**src/rtl/lc3b_mem_pkg.sv**
```systemverilog
// Shared types and encodings for the LC-3b memory access controller.
package lc3b_mem_pkg;

    typedef enum logic [2:0] {
        IDLE,
        ACCESS,
        COMPLETE,
        FAULT,
        ABORT
    } state_e;

    localparam logic SIZE_BYTE = 1'b0;
    localparam logic SIZE_WORD = 1'b1;

    localparam logic [1:0] WE_NONE = 2'b00;
    localparam logic [1:0] WE_LO   = 2'b01;
    localparam logic [1:0] WE_HI   = 2'b10;
    localparam logic [1:0] WE_WORD = 2'b11;

endpackage

```
**src/rtl/mem_byte_lane.sv**
```systemverilog
// Byte-lane steering for LC-3b accesses: sign-extending load select and
// store byte replication with per-lane write enables.
module mem_byte_lane
    import lc3b_mem_pkg::*;
(
    input  logic        active,
    input  logic        write,
    input  logic        size,
    input  logic        byte_sel,
    input  logic [15:0] wdata,
    input  logic [15:0] rdata,
    output logic [15:0] load_val,
    output logic [15:0] store_val,
    output logic [1:0]  we
);

    always_comb begin
        load_val  = rdata;
        store_val = wdata;
        we        = WE_NONE;

        if (size == SIZE_BYTE) begin
            load_val  = byte_sel ? {{8{rdata[15]}}, rdata[15:8]}
                                 : {{8{rdata[7]}},  rdata[7:0]};
            store_val = {wdata[7:0], wdata[7:0]};
        end

        // Write enables exist only while the memory request is live.
        if (active && write) begin
            if (size == SIZE_WORD) begin
                we = WE_WORD;
            end else begin
                we = byte_sel ? WE_HI : WE_LO;
            end
        end
    end

endmodule

```
**src/rtl/mem_access_ctrl.sv**
```systemverilog
// LC-3b memory access controller: latches MAR, runs one LDW/LDB/STW/STB
// transaction against a ready-handshake memory, reports alignment/timeout faults.
module mem_access_ctrl
    import lc3b_mem_pkg::*;
#(
    parameter int TIMEOUT_CYCLES = 15,
    parameter int CNT_WIDTH      = 8
)
(
    input  logic        CLK,
    input  logic        RESET,
    input  logic        START,
    input  logic [15:0] ADDR,
    input  logic        WRITE,
    input  logic        SIZE,
    input  logic [15:0] WDATA,
    output logic        MEM_EN,
    output logic [1:0]  MEM_WE,
    output logic [15:0] MEM_ADDR,
    output logic [15:0] MEM_WDATA,
    input  logic        MEM_R,
    input  logic [15:0] MEM_RDATA,
    output logic [15:0] MDR,
    output logic [15:0] MAR,
    output logic        BUSY,
    output logic        DONE,
    output logic        ALIGN_ERR,
    output logic        TIMEOUT_ERR
);

    localparam logic [CNT_WIDTH-1:0] CNT_LAST = CNT_WIDTH'(TIMEOUT_CYCLES - 1);

    state_e                state_q, state_d;
    logic [15:0]           mar_q, mar_d;
    logic [15:0]           mdr_q, mdr_d;
    logic [15:0]           wdata_q, wdata_d;
    logic                  write_q, write_d;
    logic                  size_q, size_d;
    logic [CNT_WIDTH-1:0]  cnt_q, cnt_d;

    logic                  access_active;
    logic [15:0]           load_val;

    assign access_active = (state_q == ACCESS);

    mem_byte_lane u_lane (
        .active    (access_active),
        .write     (write_q),
        .size      (size_q),
        .byte_sel  (mar_q[0]),
        .wdata     (wdata_q),
        .rdata     (MEM_RDATA),
        .load_val  (load_val),
        .store_val (MEM_WDATA),
        .we        (MEM_WE)
    );

    always_ff @(posedge CLK or posedge RESET) begin
        if (RESET) begin
            state_q <= IDLE;
            mar_q   <= '0;
            mdr_q   <= '0;
            wdata_q <= '0;
            write_q <= 1'b0;
            size_q  <= 1'b0;
            cnt_q   <= '0;
        end else begin
            state_q <= state_d;
            mar_q   <= mar_d;
            mdr_q   <= mdr_d;
            wdata_q <= wdata_d;
            write_q <= write_d;
            size_q  <= size_d;
            cnt_q   <= cnt_d;
        end
    end

    always_comb begin
        state_d = state_q;
        mar_d   = mar_q;
        mdr_d   = mdr_q;
        wdata_d = wdata_q;
        write_d = write_q;
        size_d  = size_q;
        cnt_d   = cnt_q;

        unique case (state_q)
            IDLE: begin
                if (START) begin
                    mar_d   = ADDR;
                    write_d = WRITE;
                    size_d  = SIZE;
                    wdata_d = WDATA;
                    cnt_d   = '0;
                    state_d = (SIZE == SIZE_WORD && ADDR[0]) ? FAULT : ACCESS;
                end
            end
            ACCESS: begin
                // A ready on the last permitted cycle wins over the timeout.
                if (MEM_R) begin
                    if (!write_q) begin
                        mdr_d = load_val;
                    end
                    state_d = COMPLETE;
                end else if (cnt_q == CNT_LAST) begin
                    state_d = ABORT;
                end else begin
                    cnt_d = cnt_q + CNT_WIDTH'(1);
                end
            end
            COMPLETE: state_d = IDLE;
            FAULT:    state_d = IDLE;
            ABORT:    state_d = IDLE;
            default:  state_d = IDLE;
        endcase
    end

    assign MEM_EN      = access_active;
    assign MEM_ADDR    = {mar_q[15:1], 1'b0};
    assign MDR         = mdr_q;
    assign MAR         = mar_q;
    assign BUSY        = (state_q != IDLE);
    assign DONE        = (state_q == COMPLETE);
    assign ALIGN_ERR   = (state_q == FAULT);
    assign TIMEOUT_ERR = (state_q == ABORT);

endmodule

```
**config.mk**
```make
export PLATFORM = sky130hd
export DESIGN_NAME = mem_access_ctrl
export DESIGN_NICKNAME = d
export VERILOG_FILES = /design/src/rtl/lc3b_mem_pkg.sv /design/src/rtl/mem_byte_lane.sv /design/src/rtl/mem_access_ctrl.sv
export SDC_FILE = /design/constraint.sdc
export NUM_CORES = 1
export LEC_CHECK = 0
export BUFFER_PORTS_ARGS = -buffer_cell sky130_fd_sc_hd__clkbuf_2
export CORE_MARGIN = 5
export CORE_UTILIZATION = 43
export DETAILED_ROUTE_END_ITERATION = 8
export PLACE_DENSITY = 0.86
export SLEW_MARGIN = 20
export SYNTH_ARGS = -nofsm -noshare
export SYNTH_HDL_FRONTEND = slang
export SYNTH_SLANG_ARGS = --single-unit
```
**constraint.sdc**
```tcl
create_clock -name CLK -period 1.5 [get_ports CLK]
set_input_delay 0.15 -clock CLK [delete_from_list [all_inputs] [get_ports CLK]]
set_output_delay 0.15 -clock CLK [all_outputs]
set_load 0.01 [all_outputs]
```
Yosys cells after proc, flatten, opt, wreduce, memory -nomap -nowiden

Index checks and enable logic that the tools add are counted.
Widths: inputs -> output; s select.

Bits in registers: 61
Bits in latches: 0
Memory bits (writable): 0
ROM bits: 0
Memories kept: 0

Add/subtract/negate cells: 1
$mul: 0
Div/mod/pow operators: 0
Order comparisons: 0
Eq/ne operators: 9
Shifts and indexed selects: 0
Multiplexer cells: 15
Bitwise gates (word level): 1
Reduce and logical (&&, ||, !) cells: 9

Operators by type and width:

| kind                | number |
|---|---|
| $mux 16             | 3 |
| $mux 8              | 3 |
| $pmux 8 s2          | 1 |
| $mux 3              | 3 |
| $add 8x1->8 const B | 1 |
| $eq 8x4->1 const B  | 1 |
| $mux 2              | 4 |
| $eq 3x2->1 const B  | 2 |
| $ne 2x2->1 const B  | 3 |
| $pmux 3 s2          | 1 |
| $reduce_and 2->1    | 2 |
| $reduce_and 4->1    | 1 |
| $eq 3x1->1 const B  | 1 |
| $eq 3x3->1 const B  | 1 |
| $logic_not 3->1     | 1 |
| $ne 3x3->1 const B  | 1 |
| $reduce_and 3->1    | 1 |
| $reduce_bool 3->1   | 1 |
| $logic_and 1x1->1   | 2 |
| $reduce_bool 2->1   | 1 |
| $not 1->1           | 1 |

Logic depth before layout (Yosys ltp)

Gate-level depths: netlist of run 1.

Depth after elaboration: 4
Gate-level depth with buffers: 7
Gate-level depth less buffers: 6

Hierarchy

A second synthesis of run 1 with hierarchy kept.

Cells, all modules: 237
Area, all modules: 3067.9 um2

By module, submodules not included:

| module          | times used | cells an instance | area each (um2) | sequential area each (um2) |
|---|---|---|---|---|
| mem_access_ctrl | 1          | 189               | 2618.8          | 1526.5 |
| mem_byte_lane   | 1          | 48                | 449.2           | 0.0 |

Worst setup path after synthesis of run 1

OpenSTA, ideal clock, no wires.

Path type: reg-to-reg
Start point: register state_q[2]
End point: register mar_q[10], in the netlist MAR[10]
Setup time: 0.125 ns
Arrival: 1.436 ns
Data required time: 1.375 ns
Setup slack: -0.061 ns
Stages on the path, launching flop included: 6
Buffers on the path: 3
Clock period less this slack: 1.561 ns
Cells stage by stage: dfrtp_1 -> buf_6 -> nor4b_2 -> buf_4 -> buf_6 -> mux2_2

Word-level cells in the longest chain between the ends: 2

RTL lines:

| what                       | RTL line              | source |
|---|---|---|
| start, declared            | mem_access_ctrl.sv:33 | `state_e state_q, state_d;` |
| start signal, assigned     | mem_access_ctrl.sv:68 | `state_q <= state_d;` |
| $logic_not 3->1            | mem_access_ctrl.sv:87 | `unique case (state_q)` |
| $reduce_and 2->1 (no line) | --                    |  |
| end signal, assigned       | mem_access_ctrl.sv:69 | `mar_q <= mar_d;` |
| end, declared              | mem_access_ctrl.sv:34 | `logic [15:0] mar_q, mar_d;` |

Every way passes these cells.
A chain may end at the register's enable or synchronous reset.

Worst setup path after layout of run 1

Start point: register state_q[2]
End point: output port MEM_WE[0]

Word-level cells in the longest chain between the ends: 3

RTL lines:

| what              | RTL line              | source |
|---|---|---|
| $eq 3x1->1        | mem_access_ctrl.sv:44 | `assign access_active = (state_q == ACCESS);` |
| $logic_and 1x1->1 | mem_byte_lane.sv:29   | `if (active && write) begin` |
| $mux 2            | mem_byte_lane.sv:29   |  |
| end, declared     | mem_access_ctrl.sv:18 | `output logic [1:0] MEM_WE,` |

Every way passes these cells.

==> flow_summary.toml, run 1 <==
[status]
outcome = "finished with violations"
failed_checks = "negative setup slack"

[yosys]
synthXorXnorAreaFrac_pct = 0
post-synth-top-area-fraction_pct = 51.37
synth_top_cell_by_area = "dfrtp_1"
synth_edf_count = 0
top_cells_by_instance_count_after_synthesis = "dfrtp_1, mux2_2, buf_4"
synth.top_cells.by_area = "dfrtp_1, mux2_2, buf_4"
ys_seq_area_share_pct = 51.37
synth_top_family_by_area = "multiplexers"
synth_adder_area_share_pct = 0.8421
commonest_register_cell_after_synthesis = "dfrtp_1"
netlist_area_um2 = 2972
ys.warnings.count = 0
synth_mux_area_share_pct = 19.62
number_of_synthesized_register_bits = 61
netlist_instances = 249
yosysMostFrequentCell = "dfrtp_1"
synthesis.nets = 305
ys_types = 41
synth_simple_gate_area_share_pct = 10.02
compound_gate_fraction_of_synth_area_pct = 8.084
post_synth.cell_area_avg_um2 = 11.93
synth_async_sr_flop_share_pct = 100.0

[finish]
finalNetCount = 438
antenna_cells_inserted = 0
non_filler_cell_area_final_um2 = 4348
drive_above_1_share_pct = 61.50
final_core_util_pct = 64.35
syn_to_final_growth_pct = 46.32
finalNonFillerCells = 467

[place]
dp_worst_setup_slack_ns = -0.1690
hpwl_um = 5132
postPlaceCellArea_um2 = 3660
place.detailed.instances = 432
globalplace.congestion = 0.7577
io_buffer_count = 123

[die]
placeableCoreArea_um2 = 6756
die_h_um = 93.13
die_area_um2 = 8673
initial_core_util_pct = 43.98
design.portCount = 125
rows = 30
die_w_um = 93.13

[power]
fin_total_pwr_mw = 9.899
worst_ir_drop_vdd_mv = 1.089
cellLeakagePower_nw = 2.251
power_density_nw_per_um2 = 2277

[timing]
setup_total_negative_slack_ns = -6.879
drv_slew = 0
fin_worst_skew_ns = 0.01075
hold_viol = 0
setup_viol = 47
tmin_final_ns = 1.683
period_share_pct = 112.2
max_freq_ghz = 0.5943
setup_slack_ns = -0.1826
holdWs_ns = 0.04316
grt_setup_unrepaired = "yes"

[global_route]
grt_overflow = 0
antenna_found_initial = 0
grt_start_max_net_pins = 62
grtUsageTotal_pct = 17.61
grt_pass1_wl_um = 12010
number_of_global_route_vias_before_repair = 2472

[routing]
drt_wl_total_um = 7867
initial_detailed_routing_violation_count = 63
routedWlPerCell_um = 16.85
drc = 0
dr_total_vias = 2365
first_pass_iters = 4
viasPerCell = 5.064
route.antenna.remaining_nets = 0

[setup_path]
critPathRequiredTime_ns = 1.35
start_kind = "flip-flop"
worst_ep_arrival_time_ns = 1.53
criticalPathCategory = "reg -> out"
setup.reg_to_reg.worst_slack_ns = -0.18
setup.worst_path.end_class = "output port"
cp_max_fo = 4
r2r.worst_path.cells = 5

[clocking]
cts_tree = "built"
clock_latency_ns = 0.33
cts.clk_slew.worst_paths_ns = 0.07
cts_root_buffer = "clkbuf_8"
h_tree_levels = 3
cts_inserted_buffers = 9
cts_buffer_depth = 2
clock-sinks = 61

[run]
cap_viol_max_count = 0

[min_path]
worst_hold_path.num_cells = 2
worstHoldPathType = "in -> reg"
==> placed cells by master (no fill, tap or decap), types with 2 or more instances in the layout <==
cell type / netlist / layout
buf_2: 4 / 4
o21ai_1: 20 / 20
clkbuf_8: 0 / 11
nor4b_4: 1 / 2
dfrtp_1: 61 / 59
mux2_4: 0 / 40
bufinv_16: 0 / 2
mux2_2: 35 / 2
clkbuf_2: 1 / 109
nand4_1: 2 / 2
a31oi_1: 3 / 3
a21oi_1: 11 / 10
nand3_1: 4 / 4
nor3b_2: 0 / 2
mux2i_1: 11 / 11
clkinv_2: 0 / 2
nor2_1: 5 / 4
nand2b_1: 3 / 3
buf_6: 3 / 23
buf_12: 0 / 3
dfrtp_2: 0 / 2
buf_4: 29 / 19
nand2_1: 19 / 19
==> cells by family after synthesis <==
family,Yosys count
DFF,61
muxes,53
and+or+nand+nor,49
buffers and inverters,42
AOI/OAI and AO/OA,41
adders and majority gates,2
other,1
==> where the power goes <==
part	leakage, nW	switching (mW)	internal (mW)
logic	1.39	2.29	3.03
registers	0.747	0.551	2.38
clock network	0.116	0.631	1.02
==> registers in the layout, indices dropped and copies added (netlist names) <==
| name | cells |
|---|---|
| state_q | 3 |
| size_q | 1 |
| write_q | 1 |
| cnt_q | 8 |
| MDR | 16 |
| wdata_q | 16 |
| MAR | 16 |
==> timing repair <==
action	CTS	global route
resized for setup	26	55
endpoints found under the hold margin	61	0
hold buffers	1	0
setup buffers	8	7
pin swaps	4	13
cloned	3	2
setup endpoints to repair	57	59
==> path summary, 6_finish.rpt <==
kind / from / to
min in group asynchronous: RESET / MAR[8]$_DFFE_PP0P_
min reg2reg: MDR[5]$_DFFE_PP0P_ / MDR[5]$_DFFE_PP0P_
max reg2reg: state_q[1]$_DFFE_PP0P_ / wdata_q[9]$_DFFE_PP0P_
max: state_q[2]$_DFFE_PP0P_ / MEM_WE[0]
min: WDATA[3] / wdata_q[3]$_DFFE_PP0P_
max in group asynchronous: RESET / state_q[1]$_DFFE_PP0P_
==> worst max-delay path: stages (launching register included) <==
cell,delay [ns]
dfrtp_2,0.44
buf_6,0.13
nor3b_4,0.29
and3_4,0.25
buf_6,0.10
==> area by class of cell <==
| type | count | area, µm² |
|---|---|---|
| clock buffers | 12 | 155.1 |
| clock inverters | 4 | 70.07 |
| fillers | 510 | 2409 |
| inverters | 3 | 15.01 |
| multi-input cells | 146 | 1389 |
| flip-flops and latches | 61 | 1529 |
| well taps | 80 | 100.1 |
| repair buffers | 161 | 1090 |
==> layer usage <==
layer  wire, µm  track usage, %  vias to the layer above  share of wire (%)
li1           -               -                     1118                  -
met3        594           4.586                        9                7.6
met1       3210           20.82                     1141                 41
met4         91           6.471                        0                1.2
met5          0               0                        -                  0
met2       3971           30.71                       97                 50
Power figures use the tool's default switching activity.
==> run 2, diff against run 1 <==
--- a/config.mk
+++ b/config.mk
@@ -7,10 +7,11 @@
 export LEC_CHECK = 0
 export BUFFER_PORTS_ARGS = -buffer_cell sky130_fd_sc_hd__clkbuf_2
 export CORE_MARGIN = 5
-export CORE_UTILIZATION = 43
+export CORE_UTILIZATION = 44
 export DETAILED_ROUTE_END_ITERATION = 8
-export PLACE_DENSITY = 0.86
+export PLACE_DENSITY = 0.87
 export SLEW_MARGIN = 20
 export SYNTH_ARGS = -nofsm -noshare
 export SYNTH_HDL_FRONTEND = slang
+export SYNTH_HIERARCHICAL = 1
 export SYNTH_SLANG_ARGS = --single-unit
==> run 2 against run 1 <==
The flow still finishes with violations (negative setup slack). Synthesized cell count decreased by 4.8%. Sequential power up 3%. Clock power decreased by 16%. Fmax fell by 11%. Largest cell class is now multi-input gates. Largest power group unchanged.
==> flow_summary.toml, run 2 <==
[timing]
tmin_final_ns = 1.892
setup_viol = 70
holdWs_ns = 0.04108
setup_total_negative_slack_ns = -10.15
period_share_pct = 126.2
hold_viol = 0
fin_worst_skew_ns = 0.01251
drv_slew = 0
grt_setup_unrepaired = "yes"
setup_slack_ns = -0.3923
max_freq_ghz = 0.5285

[clocking]
h_tree_levels = 3
cts_tree = "built"
cts_buffer_depth = 2
cts_inserted_buffers = 9
cts_root_buffer = "clkbuf_8"
cts.clk_slew.worst_paths_ns = 0.07
clock-sinks = 61
clock_latency_ns = 0.34

[setup_path]
criticalPathCategory = "reg -> reg"
cp_max_fo = 6
r2r_end = "cnt_q[1]$_DFFE_PP0P_"
critPathRequiredTime_ns = 1.72
start_kind = "flip-flop"
worst_ep_arrival_time_ns = 2.11
timing.rr.start = "cnt_q[0]$_DFFE_PP0P_"
setup.reg_to_reg.worst_slack_ns = -0.39
setup.worst_path.end_class = "flip-flop"
r2r.worst_path.cells = 6

[routing]
route.antenna.remaining_nets = 0
viasPerCell = 4.895
dr_total_vias = 2389
drt_wl_total_um = 8555
initial_detailed_routing_violation_count = 84
first_pass_iters = 4
drc = 0
routedWlPerCell_um = 17.53

[yosys]
synth_async_sr_flop_share_pct = 100.0
ys_seq_area_share_pct = 49.76
yosysMostFrequentCell = "dfrtp_1"
synth_edf_count = 0
synth_top_cell_by_area = "dfrtp_1"
synth.top_cells.by_area = "dfrtp_1, mux2_2, buf_4"
netlist_area_um2 = 3068
synthesis.nets = 293
netlist_instances = 237
ys_types = 34
commonest_register_cell_after_synthesis = "dfrtp_1"
post-synth-top-area-fraction_pct = 49.76
number_of_synthesized_register_bits = 61
post_synth.cell_area_avg_um2 = 12.94
top_cells_by_instance_count_after_synthesis = "dfrtp_1, mux2_2, buf_4"
ys.warnings.count = 6

[finish]
syn_to_final_growth_pct = 51.39
area_used_by_multi_input_combinational_logic_um2 = 1531
finalNetCount = 444
final_core_util_pct = 68.36
final-seq-area_um2 = 1528
layout.cells.most_common_list = "clkbuf_2, mux2_4, dfrtp_1"
drive_above_1_share_pct = 70.66
layout_commonest_cell = "clkbuf_2"
antenna_cells_inserted = 0
n_fill_cell = 467

[power]
fin_total_pwr_mw = 10.73
power_density_nw_per_um2 = 2311
worst_ir_drop_vdd_mv = 0.9629
cellLeakagePower_nw = 2.421

[die]
rows = 30
die_w_um = 93.50
initial_core_util_pct = 45.16
die_area_um2 = 8742
die_h_um = 93.50
placeableCoreArea_um2 = 6794
design.portCount = 125

[min_path]
worst_hold_startpoint = "WDATA[10]"
worst_hold_path.num_cells = 2
timing.hold.worst_endpoint = "wdata_q[10]$_DFFE_PP0P_"
worstHoldPathType = "in -> reg"

[global_route]
grt-busiest-layer = "met2"
grt_overflow = 0
grt_start_max_net_pins = 39
grt_pass1_wl_um = 13210
number_of_global_route_vias_before_repair = 2617
groute.layer.met3.usage_pct = 4.907
antenna_found_initial = 0
grt_util_met1_pct = 22.53
grt_use_met2_pct = 35.50
grtUsageTotal_pct = 19.73

[run]
cap_viol_max_count = 0

[status]
outcome = "finished with violations"
failed_checks = "negative setup slack"

[place]
io_buffer_count = 123
globalplace.congestion = 0.8098
hpwl_um = 5710
## run 2: cell types whose count changed after synthesis, sizes merged, moves of 3 or more
cell | before | now
mux2 | 42 | 68
o21ai | 21 | 4
nand2 | 19 | 5
inv | 3 | 15
a21oi | 11 | 5
buf | 36 | 33
clkbuf | 3 | 0
nor3 | 1 | 4
o21a | 0 | 3
## run 2: what timing repair did
action | 4_1_cts | 5_1_grt
resized for setup | 66 | 47
hold buffers | 1 | 0
setup buffers | 19 | 7
pin swaps | 4 | 8
gates cloned | 5 | 1
endpoints found under the setup margin | 72 | 76
hold endpoints to repair | 61 | 0
## run 2: through the flow
| step | worst slack, ns | instance area [µm²] | std cells |
|---|---|---|---|
| 6_report | -0.3923 | 4644 | 488 |
| 5_1_grt | -0.4582 | 4644 | 488 |
| 4_1_cts | -0.3887 | 4557 | 489 |
| 3_5_place_dp | -0.4209 | 3891 | 451 |
| 3_3_place_gp | -0.3852 | 3891 | 451 |
| 2_1_floorplan | -0.4941 | 3161 | 237 |
## run 2: final cells by class
type	instances	share of cell area, %
Clock buffer	11	2.829
Clock inverter	4	1.078
Inverter	15	1.401
Multi-Input combinational cell	128	32.97
Sequential cell	61	32.89
Tap cell	96	2.586
Timing Repair Buffer	173	26.24
## run 2: power by group
part	internal (mW)	total (mW)	leakage [nW]	switching, mW
clock	0.756	1.39	0.0854	0.634
combinational	3.75	6.32	1.60	2.57
sequential	2.43	3.02	0.739	0.597
## run 2: critical path, stage by stage (launching register included)
cell and delay (ns):
dfrtp_1 0.37, inv_1 0.06, ha_1 0.13, or4b_4 0.48, o311ai_4 0.31, nand2b_4 0.13
mux2_4 0.31
## run 2: worst max path at each step
stage	startpoint	endpoint	cells past startpoint
global placement	cnt_q[0]$_DFFE_PP0P_	cnt_q[1]$_DFFE_PP0P_	6
floorplan	cnt_q[0]$_DFFE_PP0P_	cnt_q[1]$_DFFE_PP0P_	7
CTS	cnt_q[0]$_DFFE_PP0P_	cnt_q[1]$_DFFE_PP0P_	6
detailed placement	cnt_q[0]$_DFFE_PP0P_	cnt_q[1]$_DFFE_PP0P_	6
global route	cnt_q[0]$_DFFE_PP0P_	cnt_q[4]$_DFFE_PP0P_	8
finish	cnt_q[0]$_DFFE_PP0P_	cnt_q[1]$_DFFE_PP0P_	6
## run 2: metal layers
| metal | vias to the layer above | wire length (µm) |
|---|---|---|
| met2 | 83 | 4619 |
| met1 | 1203 | 3389 |
| met3 | 6 | 467 |
| met4 | 0 | 78 |
| met5 | - | 0 |
| li1 | 1097 | - |
## run 2: cells by family after synthesis
family,count (synthesis),synth area share [%]
AND/OR/NAND/NOR,29,5.629
buffers and inverters,48,9.951
flip-flops,61,49.76
multiplexers,77,29.00
AO/OA/AOI/OAI,19,4.731
adder cells (fa/ha/maj),2,0.8155
other,1,0.1222
==> run 3, diff against run 2 <==
--- a/config.mk
+++ b/config.mk
@@ -7,9 +7,9 @@
 export LEC_CHECK = 0
 export BUFFER_PORTS_ARGS = -buffer_cell sky130_fd_sc_hd__clkbuf_2
 export CORE_MARGIN = 5
-export CORE_UTILIZATION = 44
+export CORE_UTILIZATION = 52
 export DETAILED_ROUTE_END_ITERATION = 8
-export PLACE_DENSITY = 0.87
+export PLACE_DENSITY = 0.95
 export SLEW_MARGIN = 20
 export SYNTH_ARGS = -nofsm -noshare
 export SYNTH_HDL_FRONTEND = slang
==> constraint.sdc (replaced) <==
create_clock -name CLK -period 2.3 [get_ports CLK]
set_input_delay 0.23 -clock CLK [delete_from_list [all_inputs] [get_ports CLK]]
set_output_delay 0.23 -clock CLK [all_outputs]
set_load 0.01 [all_outputs]
==> run 3 against run 2 <==
Power decreased by 49%. First-iteration DRC count decreased by 37%. Sequential cell count unchanged. Hold slack improved by 0.058 ns. Critical endpoint unchanged. Sequential share of layout area increased by 7.3 points. The flow now finishes without violations. Final cell count decreased by 13%. Global-route usage decreased by 1.7 points. Via count decreased by 9.1%. Fmax decreased by 13%. Critical path type unchanged. Critical path depth unchanged. Routed wire length decreased by 22%.
==> flow_summary.toml, run 3 (same netlist as run 2, synthesis figures left out) <==
[status]
outcome = "complete, no violations"

[finish]
n_fill_cell = 457
layout_commonest_cell = "clkbuf_2"
drive_above_1_share_pct = 62.93
layout.cells.most_common_list = "clkbuf_2, dfrtp_1, mux2_2"
syn_to_final_growth_pct = 23.78
antenna_cells_inserted = 0
finalNetCount = 400

[global_route]
grt_overflow = 0
grt_pass1_wl_um = 10640
number_of_global_route_vias_before_repair = 2191
antenna_found_initial = 0
grt_start_max_net_pins = 62
grtUsageTotal_pct = 18.04

[die]
die_area_um2 = 7536
die_h_um = 86.81
initial_core_util_pct = 52.75
die_w_um = 86.81
rows = 28
design.portCount = 125
placeableCoreArea_um2 = 5816

[routing]
route.antenna.remaining_nets = 0
viasPerCell = 5.132
drc = 0
dr_total_vias = 2171
initial_detailed_routing_violation_count = 53
first_pass_iters = 4
routedWlPerCell_um = 15.74
drt_wl_total_um = 6657

[timing]
worst_pin_slew_ns = 0.5672
grt_setup_unrepaired = "no"
max_freq_ghz = 0.4622
fin_worst_skew_ns = 0.009696
tmin_final_ns = 2.164
setup_slack_ns = 0.1364
setup_total_negative_slack_ns = 0
setup_viol = 0
drv_slew = 0
slew_headroom_pct = 61.10
holdWs_ns = 0.09958
hold_viol = 0
period_share_pct = 94.07

[power]
fin_total_pwr_mw = 5.473
cellLeakagePower_nw = 1.921
power_density_nw_per_um2 = 1441
worst_ir_drop_vdd_mv = 0.7335

[setup_path]
cp_max_fo = 9
crit_path_end = "cnt_q[1]$_DFFE_PP0P_"
criticalPathCategory = "reg -> reg"
setup.worst_path.end_class = "flip-flop"
setup.reg_to_reg.worst_slack_ns = 0.14
r2r_end = "cnt_q[1]$_DFFE_PP0P_"
worst_ep_arrival_time_ns = 2.37
timing.rr.start = "cnt_q[0]$_DFFE_PP0P_"
critPathRequiredTime_ns = 2.50
r2r.worst_path.cells = 6
start_kind = "flip-flop"
setup.worst_path.start = "cnt_q[0]$_DFFE_PP0P_"

[clocking]
cts_tree = "built"
cts_inserted_buffers = 9
cts_root_buffer = "clkbuf_8"
cts_repair_resize_count = 0
cts_buffer_depth = 2
h_tree_levels = 3
cts.clk_slew.worst_paths_ns = 0.06
clock-sinks = 61
clock_latency_ns = 0.32

[place]
io_buffer_count = 123
dp_worst_setup_slack_ns = 0.1307
globalplace.congestion = 0.8875
hpwl_um = 5045

[run]
cap_viol_max_count = 0

[min_path]
worstHoldPathType = "in -> reg"
[run 3: area by class of cell]
type                       count  area [µm²]  share of cell area (%)
timing repair buffer         129       688.2                   18.12
tap                           75       93.84                   2.471
sequential                    61        1526                   40.20
multi-input combinational    128        1236                   32.55
clock buffer                  15       196.4                   5.173
inverter                      15       56.30                   1.483
[run 3: repair_timing]
action,in CTS,in global routing
endpoints found under the hold margin,61,0
hold buffers,1,0
setup buffers,0,1
setup endpoints to repair,0,1
[run 3: how the worst min path moves through the flow]
stage               startpoint                      to  cells after the start
finish                   MEM_R  state_q[2]$_DFFE_PP0P_                      2
global route             MEM_R  state_q[2]$_DFFE_PP0P_                      2
CTS                      MEM_R  state_q[2]$_DFFE_PP0P_                      2
detailed placement       RESET  wdata_q[7]$_DFFE_PP0P_                      3
global placement         RESET  wdata_q[8]$_DFFE_PP0P_                      3
floorplan                MEM_R  state_q[2]$_DFFE_PP0P_                      1
[run 3: metrics by stage]
step	utilization (%)	instances	cell area (µm²)
final	65.30	423	3797
after floorplan	-	237	3068
after CTS	65.17	422	3790
after detailed placement	61.62	406	3583
after global placement	61.62	406	3583
after global routing	65.30	423	3797
[run 3: where the power goes]
group	internal [mW]	switching (mW)	total, mW
registers	1.58	0.396	1.98
clock network	0.534	0.376	0.910
logic	1.35	1.24	2.59
[run 3: worst max-delay path, stage by stage, from the launching register on]
cell      delay [ns]
dfrtp_1         0.44
inv_1           0.10
ha_1            0.15
or4b_4          0.48
o311ai_4        0.34
nand2b_2        0.21
mux2_4          0.33
[run 3: routing by layer]
metal / global-route usage [%] / vias up / share of wire (%)
met3: 4.563 / 7 / 8.1
met5: 0 / - / 0
met2: 30.85 / 92 / 51
met4: 6.799 / 0 / 0.95
met1: 21.82 / 1057 / 40
li1: - / 1015 / -
